[src/rtl/multiplexer_sequencer.sv]
// multiplexer_sequencer: drives a binary valve tree so one leaf route is open,
// with a full-isolation settle phase between any two route patterns.
module multiplexer_sequencer #(
  parameter int LEVELS = 5,
  parameter int SETTLE = 16
) (
  input  logic              clk,
  input  logic              rst,
  input  logic              req_valid,
  input  logic [LEVELS-1:0] req_addr,
  output logic              req_ready,
  input  logic              release_i,
  output logic [LEVELS-1:0] ctrl0,
  output logic [LEVELS-1:0] ctrl1,
  output logic              route_active,
  output logic [LEVELS-1:0] cur_addr,
  output logic              busy
);

  localparam logic [2:0] S_IDLE  = 3'd0;
  localparam logic [2:0] S_CLOSE = 3'd1;
  localparam logic [2:0] S_OPEN  = 3'd2;
  localparam logic [2:0] S_HOLD  = 3'd3;
  localparam logic [2:0] S_DRAIN = 3'd4;

  localparam logic [7:0] SETTLE_C = 8'(SETTLE);

  logic [2:0]        state_q, state_d;
  logic [7:0]        cnt_q, cnt_d;
  logic [LEVELS-1:0] addr_q, addr_d;
  logic [LEVELS-1:0] ctrl0_q, ctrl0_d;
  logic [LEVELS-1:0] ctrl1_q, ctrl1_d;
  logic              ready_q, ready_d;
  logic              busy_q, busy_d;
  logic              active_q, active_d;
  logic              accept;

  // Level 1 is steered by the address MSB, so ctrl0 is the bit-reversed address.
  function automatic logic [LEVELS-1:0] pat0(input logic [LEVELS-1:0] a);
    logic [LEVELS-1:0] p;
    p = '0;
    for (int l = 1; l <= LEVELS; l++) begin
      p[l-1] = a[LEVELS-l];
    end
    return p;
  endfunction

  assign accept = req_valid & ready_q;

  always_comb begin
    state_d = state_q;
    cnt_d   = cnt_q;
    addr_d  = addr_q;
    case (state_q)
      S_IDLE: begin
        if (accept) begin
          addr_d  = req_addr;
          cnt_d   = SETTLE_C;
          state_d = S_CLOSE;
        end
      end
      S_CLOSE: begin
        if (cnt_q <= 8'd1) begin
          cnt_d   = SETTLE_C;
          state_d = S_OPEN;
        end else begin
          cnt_d = cnt_q - 8'd1;
        end
      end
      S_OPEN: begin
        if (cnt_q <= 8'd1) begin
          state_d = S_HOLD;
        end else begin
          cnt_d = cnt_q - 8'd1;
        end
      end
      S_HOLD: begin
        if (accept) begin
          if (req_addr != addr_q) begin
            addr_d  = req_addr;
            cnt_d   = SETTLE_C;
            state_d = S_CLOSE;
          end
        end else if (release_i) begin
          cnt_d   = SETTLE_C;
          state_d = S_DRAIN;
        end
      end
      S_DRAIN: begin
        if (cnt_q <= 8'd1) begin
          state_d = S_IDLE;
        end else begin
          cnt_d = cnt_q - 8'd1;
        end
      end
      default: state_d = S_IDLE;
    endcase
  end

  // Outputs are decoded from the next state so they can be registered.
  always_comb begin
    ready_d  = (state_d == S_IDLE) || (state_d == S_HOLD);
    busy_d   = (state_d == S_CLOSE) || (state_d == S_OPEN);
    active_d = (state_d == S_HOLD);
    ctrl0_d  = '1;
    ctrl1_d  = '1;
    if ((state_d == S_OPEN) || (state_d == S_HOLD)) begin
      ctrl0_d = pat0(addr_d);
      ctrl1_d = ~pat0(addr_d);
    end
  end

  always_ff @(posedge clk or posedge rst) begin
    if (rst) begin
      state_q  <= S_IDLE;
      cnt_q    <= '0;
      addr_q   <= '0;
      ctrl0_q  <= '1;
      ctrl1_q  <= '1;
      ready_q  <= 1'b0;
      busy_q   <= 1'b0;
      active_q <= 1'b0;
    end else begin
      state_q  <= state_d;
      cnt_q    <= cnt_d;
      addr_q   <= addr_d;
      ctrl0_q  <= ctrl0_d;
      ctrl1_q  <= ctrl1_d;
      ready_q  <= ready_d;
      busy_q   <= busy_d;
      active_q <= active_d;
    end
  end

  assign req_ready    = ready_q;
  assign busy         = busy_q;
  assign route_active = active_q;
  assign ctrl0        = ctrl0_q;
  assign ctrl1        = ctrl1_q;
  assign cur_addr     = addr_q;

endmodule
[config.mk]
export PLATFORM = sky130hd
export DESIGN_NAME = multiplexer_sequencer
export DESIGN_NICKNAME = d
export VERILOG_FILES = /design/src/rtl/multiplexer_sequencer.sv
export SDC_FILE = /design/constraint.sdc
export NUM_CORES = 1
export LEC_CHECK = 0
export ABC_AREA = 1
export ABC_CLOCK_PERIOD_IN_PS = 1650
export CAP_MARGIN = 20
export CORE_MARGIN = 3
export CORE_UTILIZATION = 40
export CTS_CLUSTER_SIZE = 12
export DETAILED_ROUTE_END_ITERATION = 8
export HOLD_SLACK_MARGIN = 0.15
export PLACE_DENSITY = 0.72
export SYNTH_ARGS = -nofsm -noshare
export SYNTH_HDL_FRONTEND = slang
export SYNTH_SLANG_ARGS = --single-unit
export TNS_END_PERCENT = 10
[constraint.sdc]
create_clock -name clk -period 1.65 [get_ports clk]
set_clock_uncertainty 0.2 [all_clocks]
set_input_delay 0.495 -clock clk [delete_from_list [all_inputs] [get_ports clk]]
set_output_delay 0.495 -clock clk [all_outputs]
set_load 0.02 [all_outputs]
# After elaboration in Yosys (flattened, before gate mapping)
# Index checks and enable logic that the tools add are counted.
# word_totals
wordCells	53
reg_bits	29
output_inout_bits	18
inputBits	9
# op_classes
reduce_logical	8
order_cmp	1
n_addsub	1
bitwise_logic	2
muxes	21
eq_ne	12
# op_table
operator	count
$mux W8	6
$pmux W8 S4	1
$mux W5	5
$mux W3	7
$pmux W3 S5	1
$eq A3 B2 Y1 const B	4
$pmux W5 S2	1
$le A8 B1 Y1 const B	1
$sub A8 B1 Y8 const B	1
$eq A3 B1 Y1 const B	2
$logic_not A3 Y1	2
$ne A3 B3 Y1 const B	2
$ne A5 B5 Y1	1
$not A5 Y5	1
$reduce_and A5 Y1	1
$ne A2 B2 Y1 const B	2
$reduce_bool A4 Y1	1
$eq A3 B3 Y1 const B	1
$logic_or A1 B1 Y1	3
$reduce_or A2 Y1	1
$and A1 B1 Y1	1

# Longest topological paths before layout
# depth
word_depth	7
ltp_mapped	10
ltp_nobuf	10

# Worst setup path before layout
# Ideal clock, no wire load.
# synth_timing
path_kind	reg-to-reg
start	register cnt_q[0]
end	register state_q[1]
setup_ns	0.126
period_less_slack_ns	1.830
slack_ns	-0.180
stages_incl_launch_ff	8
n_path_buf	1
t_arrival_ns	1.504
required_time_ns	1.324
cell_sequence	dfrtp_1 inv_1 ha_1 nor2_1 nor2_4 a31oi_1 nand2_2 buf_4
# synth_between
elab_chain_len	3
word_cells_on_any_way	5
cone_classes	order compare (1); mux (4)
# synth_rtl
element	line	rtl
start, declared	29	logic [7:0] cnt_q, cnt_d;
start signal, assigned	125	cnt_q <= cnt_d;
$le A8 B1 Y1 (*)	63, 71, 90	
$mux W3 (on tied branches)	90, 63, 71	
$pmux W3 S5 (*)	54	case (state_q)
via state_d[1]	28	logic [2:0] state_q, state_d;
end signal, assigned	124	state_q <= state_d;
end, declared	28	
# Mark *: on every way through the listed nets, which the timed path passes. The rest lies on a longest branch.
# A chain may end at the register's enable or synchronous reset.

# Final worst setup path
# layout_timing
start	input port req_addr[4]
end	register cnt_q[1]
# layout_between
elab_chain_len	3
# layout_rtl
element	line	rtl
start, declared	10	input logic [LEVELS-1:0] req_addr,
$ne A5 B5 Y1	79	if (req_addr != addr_q) begin
$ne A3 B3 Y1 (no source line)	--	
$reduce_and A5 Y1 (no source line)	--	
# No other way between the ends.

==> metrics.txt <==
Avg WL per Cell 13.1 um; fraction of synthesis flops using an asynchronous set or reset pin 100%; endpoint of the worst-slack reg-to-reg timing path cnt_q[7]$_DFFE_PP0P_; nets in the synthesized netlist 223; placed wire-length estimate after detailed placement 2880 um; H-tree depth 2; power density of the placed cells 2150 mW/mm^2; total of buffers placed on input and output ports 26; largest stage delay on the critical path 0.51 ns; post-synthesis sequential area ratio 45.2%; worst setup slack before clock tree synthesis -0.504 ns; most used standard cell by instance count after synthesis nand2_1; met2 usage 26.8%; Leakage Power 1.26 nW; placement row count 22; Synth top cells by count nand2_1 (73), nand3_1 (25), inv_1 (20), dfrtp_1 (19), inv_2 (11); FF+latch count, synth 29; worst relative slew slack 78.7%; largest vdd supply drop 0.975 mV; ANT cells 0; buffer cell driving the clock tree root clkbuf_8; fraction of layout instances using a drive strength above 1 43.2%; met1 capacity usage during global routing 24.0%; maximum clock frequency 562 MHz; number of pins with negative max-slew slack in the final report 0; kind of launch point of the worst setup path input port; total clock buffers created by CTS 5; Finished Core Util 64.4%; area added between synthesis and finish 49.9%; crit-path max FO 8; Post-synth top flop dfrtp_1; time the worst path needs with I/O delays and setup 1.78 ns; Post-synth EDFFs 0; DR iter-0 viols 117; global placer's final weighted congestion 0.896; Vias per Instance 4.92; wire length after detailed routing 4360 um; total of max-cap violations 0; path type of the worst min-delay path input port to async pin; result of the run finished, violations left; Least-Margin Pin Slew 0.318 ns; post-synthesis instance total 212; top-level I/O count 27; horizontal die dimension 69.9 um; TritonCTS clock tree yes; Avg Synthesized Cell Area 7.70 um^2; Setup Total Neg Slack -1.28 ns; worst reg2reg setup slack -0.13 ns; Chip Height 69.9 um; Crit path top cell by count nand3_1; length in cells of the worst reg-to-reg path 9; overall track demand over capacity in global routing 17.6%; Final Power 5.26 mW; number of distinct library cells after synthesis 28; worst-skew pair later-pin latency 0.28 ns; wire length of the first global-routing pass 6910 um; initial antenna violation count 0; share of the synthesized area in the top cell type 29.1%; Final Instance Count excl. Fillers 333; post-synthesis instance area 0.00163 mm^2; violated checks setup timing; Worst path slowest cell clkdlybuf4s50_1; startpoint of the lowest-slack register-to-register path cnt_q[0]$_DFFE_PP0P_; die outline area 0.00488 mm^2; pin count of the biggest net entering global routing 30; number of vias after detailed routing 1,637; total placed cells including tap cells 320; overall overflow remaining after global route 0; post-synth top area cell dfrtp_1; number of remaining DRC errors 0; number of sinks handled by clock tree synthesis 29; DRT antenna net count 0; data required time at the worst endpoint 1.62 ns; setup repair after global routing missed its margin yes; path type of the worst setup path input port to register; chain of cells forming the critical path clkdlybuf4s50_1 > xnor2_1 > nand3_1 > nand2_2 > nand2_4 > buf_12 > nand3_1 > nand2_1; core area 0.00380 mm^2; total number of yosys warnings 0; layer with the highest usage after global routing met2; Final period util 108%; number of buffers inserted by hold repair at cts 0; net count of the finished layout 295; final worst-path setup slack -0.130 ns; via count of the first global-routing pass 1,538; endpoint arrival time on the critical path 1.75 ns; largest buffer count on any clock path 2; clock slew at the register clock pins of the worst setup and hold paths 0.07 ns; initial core utilization 43.0%; final setup violation count 13; number of detailed-routing iterations run before antenna repair 4; fillers 317; GR Util met3 4.89%; biggest area contributors in the synthesized netlist dfrtp_1 (29%), nand2_1 (17%), dfstp_2 (16%), nand3_1 (7.7%), inv_1 (4.6%); hold violation count in the final report 0; Worst Setup End Kind register
state kept, by name (all words and copies together) (netlist names):
name          cells
busy              1
state_q           3
cur_addr          5
ctrl0             5
ctrl1             5
req_ready         1
cnt_q             8
route_active      1
stage by stage:
| step | cell area [um^2] | hold slack, ns |
|---|---|---|
| floorplan | 1650 | 0.264 |
| global placement | 2250 | 0.352 |
| detailed placement | 2250 | 0.362 |
| CTS | 2330 | 0.352 |
| global route | 2450 | 0.379 |
| finish | 2450 | 0.340 |
cell usage in the layout (no fill, tap or decap), types with 2 or more instances in the layout:
master           Yosys  routed
nand2_4              1       3
buf_2                0       2
buf_12               0       2
dlygate4sd2_1        0       4
dfrtp_1             19      17
xor2_1               2       2
clkinv_2             0       2
nand3_1             25      18
dfstp_2             10      10
nor2_4               2       3
nand4_1              6       6
a31oi_4              1       2
clkbuf_8             0       5
nand3_2              0       7
a21oi_2              2       3
nand2_2              4       6
nand2_1             73      69
ha_4                 0       2
clkdlybuf4s50_1      0       3
inv_2               11      14
a21oi_1              7       6
dfrtp_2              0       2
nor3_2               1       2
nor2_1               9       8
o21ai_2              2       2
buf_6                1       5
clkbuf_2             0       3
o21ai_1              2       6
inv_1               20      17
buf_4                1      43
clkdlybuf4s15_2      0       2
area by class of cell:
class | instances | area [um^2] | share of cell area (%)
tap | 48 | 60.1 | 2.45
sequential | 29 | 741 | 30.3
clock inverter | 2 | 10.0 | 0.409
inverter | 31 | 116 | 4.75
clock buffer | 6 | 72.6 | 2.97
timing repair buffer | 66 | 554 | 22.6
multi-input combinational | 151 | 893 | 36.5
how the worst max path moves through the flow:
stage                                     from                   end  depth (start not counted)
after floorplan           cnt_q[0]$_DFFE_PP0P_        busy$_DFF_PP0_                          9
after global placement             req_addr[2]        busy$_DFF_PP0_                         11
after detailed placement           req_addr[2]        busy$_DFF_PP0_                         11
after CTS                 cnt_q[1]$_DFFE_PP0P_        busy$_DFF_PP0_                          8
after global routing      cnt_q[0]$_DFFE_PP0P_        busy$_DFF_PP0_                          9
final                              req_addr[4]  cnt_q[1]$_DFFE_PP0P_                          8
timing repair:
item	in CTS	in global routing
gates cloned	0	1
buffers inserted	0	4
gates resized for setup	79	36
endpoints found under the setup margin	44	43
pin swaps	5	20
cells by family after synthesis:
| family | after synthesis | synth area share (%) |
|---|---|---|
| buffers and inverters | 33 | 8.28 |
| xor gates and xnor gates | 3 | 1.61 |
| and+or+nand+nor | 124 | 34.7 |
| adders and majority gates | 2 | 1.53 |
| DFF | 29 | 45.2 |
| AOI/OAI and AO/OA | 21 | 8.66 |
power by group:
group          internal (mW)  switching [mW]  total, mW
combinational           1.45            1.99       3.44
sequential              1.08           0.181       1.26
clock                  0.292           0.272      0.564
per-layer routing:
metal	routed length, um	vias to the layer above
li1	-	826
met1	1940	759
met2	2130	48
met3	249	4
met4	48	0
met5	0	-
worst max-delay path: cells and delay by family:
family,cells,cell delay (ns)
xor+xnor,1,0.13
simple gates,5,0.44
buf+inv,2,0.68
(Power assumes the default switching activity.)
